==> src/rtl/div_unit.sv <==
// ---------------------------------------------------------------------------
// div_unit -- sequential signed divider (restoring, one quotient bit/cycle)
//
// Computes LO = A / B (truncated toward zero) and HI = A % B (sign follows
// the dividend) for the HI/LO registers of the multicycle datapath.
//
// Ports
//   clk      in   system clock, rising edge
//   reset    in   asynchronous, active-low reset
//   DivCtrl  in   start request (level); an operation starts on its rising edge
//   A        in   dividend, signed
//   B        in   divisor, signed
//   HI       out  remainder, registered, updated on completion
//   LO       out  quotient, registered, updated on completion
//   DivOut   out  one-cycle done pulse, HI/LO valid while high
//   divZero  out  one-cycle pulse when a started operation had B == 0
//   DivBusy  out  high while a division is in progress
// ---------------------------------------------------------------------------
module div_unit #(
  parameter int WIDTH = 32
) (
  input  logic             clk,
  input  logic             reset,
  input  logic             DivCtrl,
  input  logic [WIDTH-1:0] A,
  input  logic [WIDTH-1:0] B,
  output logic [WIDTH-1:0] HI,
  output logic [WIDTH-1:0] LO,
  output logic             DivOut,
  output logic             divZero,
  output logic             DivBusy
);

  localparam int CW = $clog2(WIDTH);

  typedef enum logic [1:0] {
    IDLE = 2'd0,
    RUN  = 2'd1,
    FIX  = 2'd2
  } state_t;

  state_t           state;
  logic             divctrl_q;
  logic             start;
  logic [WIDTH-1:0] dvd;     // dividend magnitude, shifted out MSB first
  logic [WIDTH-1:0] dsr;     // divisor magnitude
  logic [WIDTH-1:0] rem;     // partial remainder
  logic [WIDTH-1:0] quo;     // quotient magnitude
  logic [CW-1:0]    cnt;
  logic             sign_q;
  logic             sign_r;

  logic [WIDTH-1:0] abs_a;
  logic [WIDTH-1:0] abs_b;
  logic [WIDTH:0]   rem_shift;
  logic [WIDTH-1:0] rem_diff;
  logic             fits;

  // Only the first cycle of a DivCtrl high level starts an operation.
  assign start = DivCtrl & ~divctrl_q;

  // Negating 0x80000000 yields 0x80000000, which read as unsigned is
  // exactly 2^31, so the most negative dividend needs no special case.
  assign abs_a = A[WIDTH-1] ? -A : A;
  assign abs_b = B[WIDTH-1] ? -B : B;

  // The remainder is always below the divisor between iterations, so it fits
  // in WIDTH bits; only the shifted value needs the extra top bit. When the
  // shifted value is >= divisor the true difference is < divisor, so the low
  // WIDTH bits of the subtraction are exact.
  assign rem_shift = {rem, dvd[WIDTH-1]};
  assign fits      = rem_shift >= {1'b0, dsr};
  assign rem_diff  = rem_shift[WIDTH-1:0] - dsr;

  always_ff @(posedge clk or negedge reset) begin
    if (!reset) begin
      state     <= IDLE;
      divctrl_q <= 1'b0;
      dvd       <= '0;
      dsr       <= '0;
      rem       <= '0;
      quo       <= '0;
      cnt       <= '0;
      sign_q    <= 1'b0;
      sign_r    <= 1'b0;
      HI        <= '0;
      LO        <= '0;
      DivOut    <= 1'b0;
      divZero   <= 1'b0;
      DivBusy   <= 1'b0;
    end else begin
      divctrl_q <= DivCtrl;
      case (state)
        IDLE: begin
          DivOut  <= 1'b0;
          divZero <= 1'b0;
          if (start) begin
            if (B == '0) begin
              divZero <= 1'b1;
            end else begin
              dvd     <= abs_a;
              dsr     <= abs_b;
              sign_q  <= A[WIDTH-1] ^ B[WIDTH-1];
              sign_r  <= A[WIDTH-1];
              rem     <= '0;
              quo     <= '0;
              cnt     <= '0;
              DivBusy <= 1'b1;
              state   <= RUN;
            end
          end
        end

        RUN: begin
          DivOut  <= 1'b0;
          divZero <= 1'b0;
          dvd     <= {dvd[WIDTH-2:0], 1'b0};
          rem     <= fits ? rem_diff : rem_shift[WIDTH-1:0];
          quo     <= {quo[WIDTH-2:0], fits};
          cnt     <= cnt + CW'(1);
          if (cnt == CW'(WIDTH - 1)) begin
            state <= FIX;
          end
        end

        FIX: begin
          LO      <= sign_q ? -quo : quo;
          HI      <= sign_r ? -rem : rem;
          DivOut  <= 1'b1;
          divZero <= 1'b0;
          DivBusy <= 1'b0;
          state   <= IDLE;
        end

        default: begin
          DivOut  <= 1'b0;
          divZero <= 1'b0;
          DivBusy <= 1'b0;
          state   <= IDLE;
        end
      endcase
    end
  end

endmodule

==> config.mk <==
export PLATFORM = sky130hd
export DESIGN_NAME = div_unit
export DESIGN_NICKNAME = d
export VERILOG_FILES = /design/src/rtl/div_unit.sv
export SDC_FILE = /design/constraint.sdc
export NUM_CORES = 1
export LEC_CHECK = 0
export ABC_AREA = 0
export CAP_MARGIN = 20
export CELL_PAD_IN_SITES_DETAIL_PLACEMENT = 0
export CELL_PAD_IN_SITES_GLOBAL_PLACEMENT = 1
export CORE_UTILIZATION = 44
export DETAILED_ROUTE_END_ITERATION = 8
export HOLD_SLACK_MARGIN = 0.03
export PLACE_DENSITY_LB_ADDON = 0.1
export SLEW_MARGIN = 20
export SYNTH_ARGS = -nofsm -noshare
export SYNTH_HDL_FRONTEND = slang
export SYNTH_SLANG_ARGS = --single-unit
==> constraint.sdc <==
create_clock -name clk -period 4.17 [get_ports clk]
set_input_delay 0.6255 -clock clk [delete_from_list [all_inputs] [get_ports clk]]
set_output_delay 0.6255 -clock clk [all_outputs]
set_load 0.01 [all_outputs]
==> flow_summary.ini, run 1 <==
[global_route]
antenna_found_initial = 0
overflow = 0
grt_pass1_wl_mm = 48.6
grt_max_degree = 101
grt_pass1_vias = 9294
gr-usage-all-layers_pct = 20.7

[critical_path]
cp.arrival_ns = 3.93
start_kind = register
critPathMaxStageDelay_ns = 0.88
cp_num_buf_inv = 0
critPathSlowestCell = or4b_2
crit_family = simple AND/OR/NAND/NOR gates
worstPathMaxFanout = 15
crit_chain = ha_1, a21oi_1, o21bai_1, a31oi_1, nor3b_1, nor4_1, or4b_2, nand2_1, o21ai_0
cp.required_ns = 4.54
path_class = reg2reg
end_kind = register

[synth]
ys.flop_type = dfrtp_1
ys_async_sr_fraction_pct = 100
yosys_warnings = 0
ys_ff_latch = 205
synth.avg_cell_area_sq_um = 8.89
synth_edf_count = 0
synth_nets = 1473
seq_area_frac_synth_pct = 42.2
synth_cells = 1367
yosysUniqueCellTypes = 63
synthesis.area_sq_mm = 0.0122

[timing]
drv_slew = 0
tns_ns = 0
fin_crit_sh_pct = 85.3
fin_crit_ns = 3.56
setup_viol = 0
worst_slew_pin_slew_ns = 1.03
fmax_mhz = 281
whs_ns = 0.165
slew_headroom_pct = 31.5
rsz0062_at_grt = false
hold_viol = 0
fin_ws_ns = 0.611
skew_ns = 0.0204

[route]
totalWireLength_mm = 28.4
drtPass1Iterations = 5
drc = 0
wire_per_inst_um = 15.5
drt_iter0_drc = 624
ant_nets = 0
routed_via_density = 5.35
vias = 9768

[layout]
syn2layout_area_growth_pct = 20.4
final_area_sq_mm = 0.0146
num_antenna_cells = 0
drive_gt1_share_pct = 6.66
final_nets = 1575

[pwr]
p_leak_nw = 6.30
powerDensity_mw_per_mm2 = 834
ir_worst_vdd_uv = 350

[status]
status = finished, final reports clean

[clocking]
cts_tree = built
cts_resized = 0
cts-hold-fix-buffers = 0
cts_buffer_depth = 3
htreeDepth = 1
clkTransAtPathRegs_ns = 0.06
clock_latency_ns = 0.53
post_cts_buffers = 0
cts_root_buf = clkbuf_16
cts_sinks = 205
cts_buffers = 24

[floorplanning]
core.rowCount = 60
die-area_sq_mm = 0.0283
die_x_um = 168
initial_core_util_pct = 45.0
die_height_um = 168
core_area_sq_mm = 0.0270
ios = 134

[run]
cap_violations = 0

[hold_path]
hp-class = in2async

[placed_design]
placed_area_sq_mm = 0.0138
dp_slack_ns = 0.382
io_buffers = 133
dpl.hpwl_mm = 20.4
gp_congestion = 0.832
cell type report:
cell class,instances,area (sq um)
Clock buffer,35,712
Clock inverter,8,109
Fill cell,2573,12400
Inverter,55,206
Multi-Input combinational cell,1030,6520
Sequential cell,205,5130
Tap cell,341,427
Timing Repair Buffer,153,1530
cell usage after synthesis, types with 31 or more instances:
library cell,count,area (sq um)
a22o_1,31,272
nor2_1,60,225
a21oi_1,67,335
inv_1,55,206
ha_1,38,475
nand2_1,214,803
clkbuf_1,54,203
o31ai_1,34,255
dfrtp_1,205,5130
xnor2_1,39,342
o21ai_0,210,1050
xor2_1,109,955
cells in the final DEF, fill, tap and decap left out, types with 6 or more instances in the layout:
master / instances
clkdlybuf4s50_1: 131
dfrtp_1: 204
a21oi_1: 67
nor2_1: 58
a32oi_1: 15
xor2_1: 109
mux2i_1: 10
o21ai_1: 11
a22o_1: 31
a21o_1: 14
clkbuf_16: 24
or4_1: 16
xnor2_1: 39
nand2_1: 213
o21ai_0: 210
inv_1: 55
or3_1: 22
nor2b_1: 6
nor4_1: 7
buf_4: 16
nand3_1: 8
o41ai_1: 13
or4_4: 6
a31oi_1: 8
nor3_1: 9
nand2b_1: 11
ha_1: 38
or3_4: 6
o31ai_1: 34
nand4_1: 6
clkbuf_8: 8
state kept, by name (all words and copies together) (netlist names), 2 cells and up:
| signal | count |
|---|---|
| rem | 32 |
| quo | 32 |
| cnt | 5 |
| dvd | 32 |
| LO | 32 |
| dsr | 32 |
| state | 2 |
| HI | 32 |
stage by stage:
| stage | util, % | power (mW) | cells |
|---|---|---|---|
| 2_1_floorplan | - | 8.10 | 1367 |
| 3_3_place_gp | 51.1 | 9.99 | 1784 |
| 3_5_place_dp | 51.1 | 10.1 | 1784 |
| 4_1_cts | 54.2 | 12.3 | 1827 |
| 5_1_grt | 54.2 | 13.3 | 1827 |
| 6_report | 54.2 | 12.2 | 1827 |
metal layers:
layer	global-route usage [%]	routed length (um)	part of all wire [%]	up-vias
met5	0	0	0	-
met4	4.35	494	1.7	0
met3	2.61	1030	3.6	36
met2	30.1	11600	41	193
met1	32.3	15300	54	4522
li1	-	-	-	5017
worst paths after layout:
kind	start	end	slack, ns	cells past startpoint
min in group clk	LO[26]$_DFFE_PN0P_	LO[26]$_DFFE_PN0P_	0.47	2
worst max-delay path	rem[5]$_DFFE_PN0P_	rem[11]$_DFFE_PN0P_	0.61	9
max in group asynchronous	reset	quo[27]$_DFFE_PN0P_	3.08	2
worst min-delay path	reset	HI[5]$_DFFE_PN0P_	0.17	1
worst min register to register	LO[26]$_DFFE_PN0P_	LO[26]$_DFFE_PN0P_	0.47	2
worst max register to register	rem[5]$_DFFE_PN0P_	rem[11]$_DFFE_PN0P_	0.61	9
where the power goes:
group	switching (mW)	leakage, nW	internal (mW)	total, mW
logic	3.36	3.45	2.85	6.21
registers	0.929	2.44	2.91	3.84
clock network	0.844	0.406	1.31	2.15
cell families (layout without fill, tap and decap cells):
family / Yosys count / after routing / share of synthesized area, %
XOR/XNOR: 148 / 148 / 10.7
adder cells (fa/ha/maj): 39 / 39 / 4.07
multiplexers: 10 / 10 / 0.823
flip-flops: 205 / 205 / 42.2
AO/OA/AOI/OAI: 436 / 436 / 22.1
buffers and inverters: 132 / 251 / 4.51
AND/OR/NAND/NOR: 397 / 397 / 15.6
worst reg2reg max path, stage by stage (launching register included):
cell and delay (ns):
dfrtp_1 0.47, ha_1 0.40, a21oi_1 0.23, o21bai_1 0.11
a31oi_1 0.23, nor3b_1 0.32, nor4_1 0.13, or4b_2 0.88
nand2_1 0.47, o21ai_0 0.18
Note: power is estimated with default switching activity, not from simulation.
==> run 2, diff against run 1 <==
SKIP_LAST_GASP = 1   (was not set)
==> results of run 2 <==
Same layout as run 1: the final DEF is identical, and so are final timing and power.
==> run 3, diff against run 2 <==
ABC_AREA = not set   (was 0)
CORE_ASPECT_RATIO = 0.6   (was not set)
==> run 3 against run 2 <==
Net effect:
- first-iteration DRC count rose by 36%
- combinational power is 3% higher
- maximum frequency rose by 2.6%
- cell count rose by 0.71%
- critical path depth did not move
- utilization grew 0.19 points
- highest routed layer unchanged
==> flow_summary.ini, run 3 (synthesis results as in run 1) <==
[status]
status = finished, final reports clean

[timing]
skew_ns = 0.0167
tns_ns = 0
fin_crit_sh_pct = 83.2
fin_crit_ns = 3.47
worst_slew_pin_slew_ns = 0.969
slew_headroom_pct = 35.4
fin_ws_ns = 0.701
rsz0062_at_grt = false
fmax_mhz = 288
drv_slew = 0
setup_viol = 0
hold_viol = 0

[layout]
syn2layout_area_growth_pct = 19.6
final_common_cell = nand2_1
drive_gt1_share_pct = 6.22
num_antenna_cells = 0
final_cell_mix = nand2_1 (213), o21ai_0 (210), dfrtp_1 (204)
final_nets = 1572

[clocking]
cts_buffer_depth = 3
post_cts_buffers = 0
clock_latency_ns = 0.52
cts_buffers = 22
cts-hold-fix-buffers = 0
cts_tree = built
cts_root_buf = clkbuf_16
clkTransAtPathRegs_ns = 0.06
cts_sinks = 205
htreeDepth = 1
cts_resized = 0

[floorplanning]
die-area_sq_mm = 0.0283
core_area_sq_mm = 0.0268
initial_core_util_pct = 45.4
die_x_um = 217
core.rowCount = 46
die_height_um = 131
ios = 134

[critical_path]
path_class = reg2reg
worstPathMaxFanout = 15
cp-startpoint = rem[7]$_DFFE_PN0P_
start_kind = register
reg2reg_depth = 9
rrSetupSlack_ns = 0.70
r2r_start = rem[7]$_DFFE_PN0P_
endpoint = rem[25]$_DFFE_PN0P_
end_kind = register
cp.arrival_ns = 3.82
timing.rr.end = rem[25]$_DFFE_PN0P_
cp.required_ns = 4.52

[global_route]
grt_pass1_wl_mm = 50.0
gr-usage-met1_pct = 38.6
gr-usage-all-layers_pct = 22.2
use_met3_pct = 5.07
antenna_found_initial = 0
grt_max_degree = 96
overflow = 0
busiest_layer = met1
met2_usage_pct = 26.5
grt_pass1_vias = 8916

[route]
routed_via_density = 5.41
totalWireLength_mm = 31.1
ant_nets = 0
drc = 0
wire_per_inst_um = 16.9
drt_iter0_drc = 849
vias = 9951
drtPass1Iterations = 4

[pwr]
ir_worst_vdd_uv = 343
powerDensity_mw_per_mm2 = 842
p_leak_nw = 6.25

[run]
cap_violations = 0

[placed_design]
dp_slack_ns = 0.226
dpl.hpwl_mm = 22.5
io_buffers = 133
gp_congestion = 0.886

[hold_path]
hp-class = in2async
==> run 3: changes by cell type in the layout (fill, tap and decap cells not counted) <==
cell / change
bufinv_16: -1
nor2_4: -1
clkinv_4: -2
buf_4: -1
clkbuf_16: -1
clkinvlp_4: +1
nor2_2: +1
clkbuf_8: -3
clkbuf_1: +1
==> run 3: area by class of cell <==
cell class	count	area (sq um)
Clock inverter	6	68.8
Multi-Input combinational cell	1030	6520
Tap cell	360	450
Sequential cell	205	5130
Timing Repair Buffer	152	1520
Fill cell	2481	12200
Clock buffer	32	649
Inverter	55	206
==> run 3: metrics by stage <==
step | cells | util (%) | power (mW) | cell area, sq um | hold WS (ns)
2_1_floorplan | 1367 | - | 8.10 | 12200 | 0.330
3_3_place_gp | 1802 | 51.7 | 10.1 | 13800 | 0.458
3_5_place_dp | 1802 | 51.7 | 10.2 | 13800 | 0.470
4_1_cts | 1840 | 54.4 | 12.2 | 14500 | 0.181
5_1_grt | 1840 | 54.3 | 13.3 | 14500 | 0.211
6_report | 1840 | 54.3 | 12.2 | 14500 | 0.158
==> run 3: layer usage <==
metal  up-vias  share of wire, %
met4         0              0.91
met3        25               6.9
met2       246                35
met1      4637                58
met5         -                 0
li1       5043                 -
==> run 3: worst min-delay path by stage <==
stage / end / slack (ns) / cells past startpoint
2_1_floorplan: DivBusy$_DFFE_PN0P_ / 0.33 / 0
4_1_cts: HI[9]$_DFFE_PN0P_ / 0.18 / 1
6_report: HI[9]$_DFFE_PN0P_ / 0.16 / 1
3_3_place_gp: dvd[0]$_DFFE_PN0P_ / 0.46 / 2
3_5_place_dp: LO[23]$_DFFE_PN0P_ / 0.47 / 2
5_1_grt: HI[9]$_DFFE_PN0P_ / 0.21 / 1
==> run 3: report_power, final <==
part | total (mW) | switching, mW | leakage [nW] | internal [mW]
clock | 1.96 | 0.816 | 0.351 | 1.15
combinational | 6.38 | 3.53 | 3.45 | 2.85
sequential | 3.90 | 0.990 | 2.44 | 2.91
total | 12.2 | 5.34 | 6.25 | 6.90
==> run 3: worst max-delay path, cell delays in order, from the launching register on <==
cell,delay (ns)
dfrtp_1,0.48
ha_1,0.39
a21o_1,0.22
o21bai_1,0.17
a31oi_1,0.25
nor3b_1,0.34
nor4_1,0.13
or4b_2,0.64
nand2_1,0.49
o21ai_0,0.19
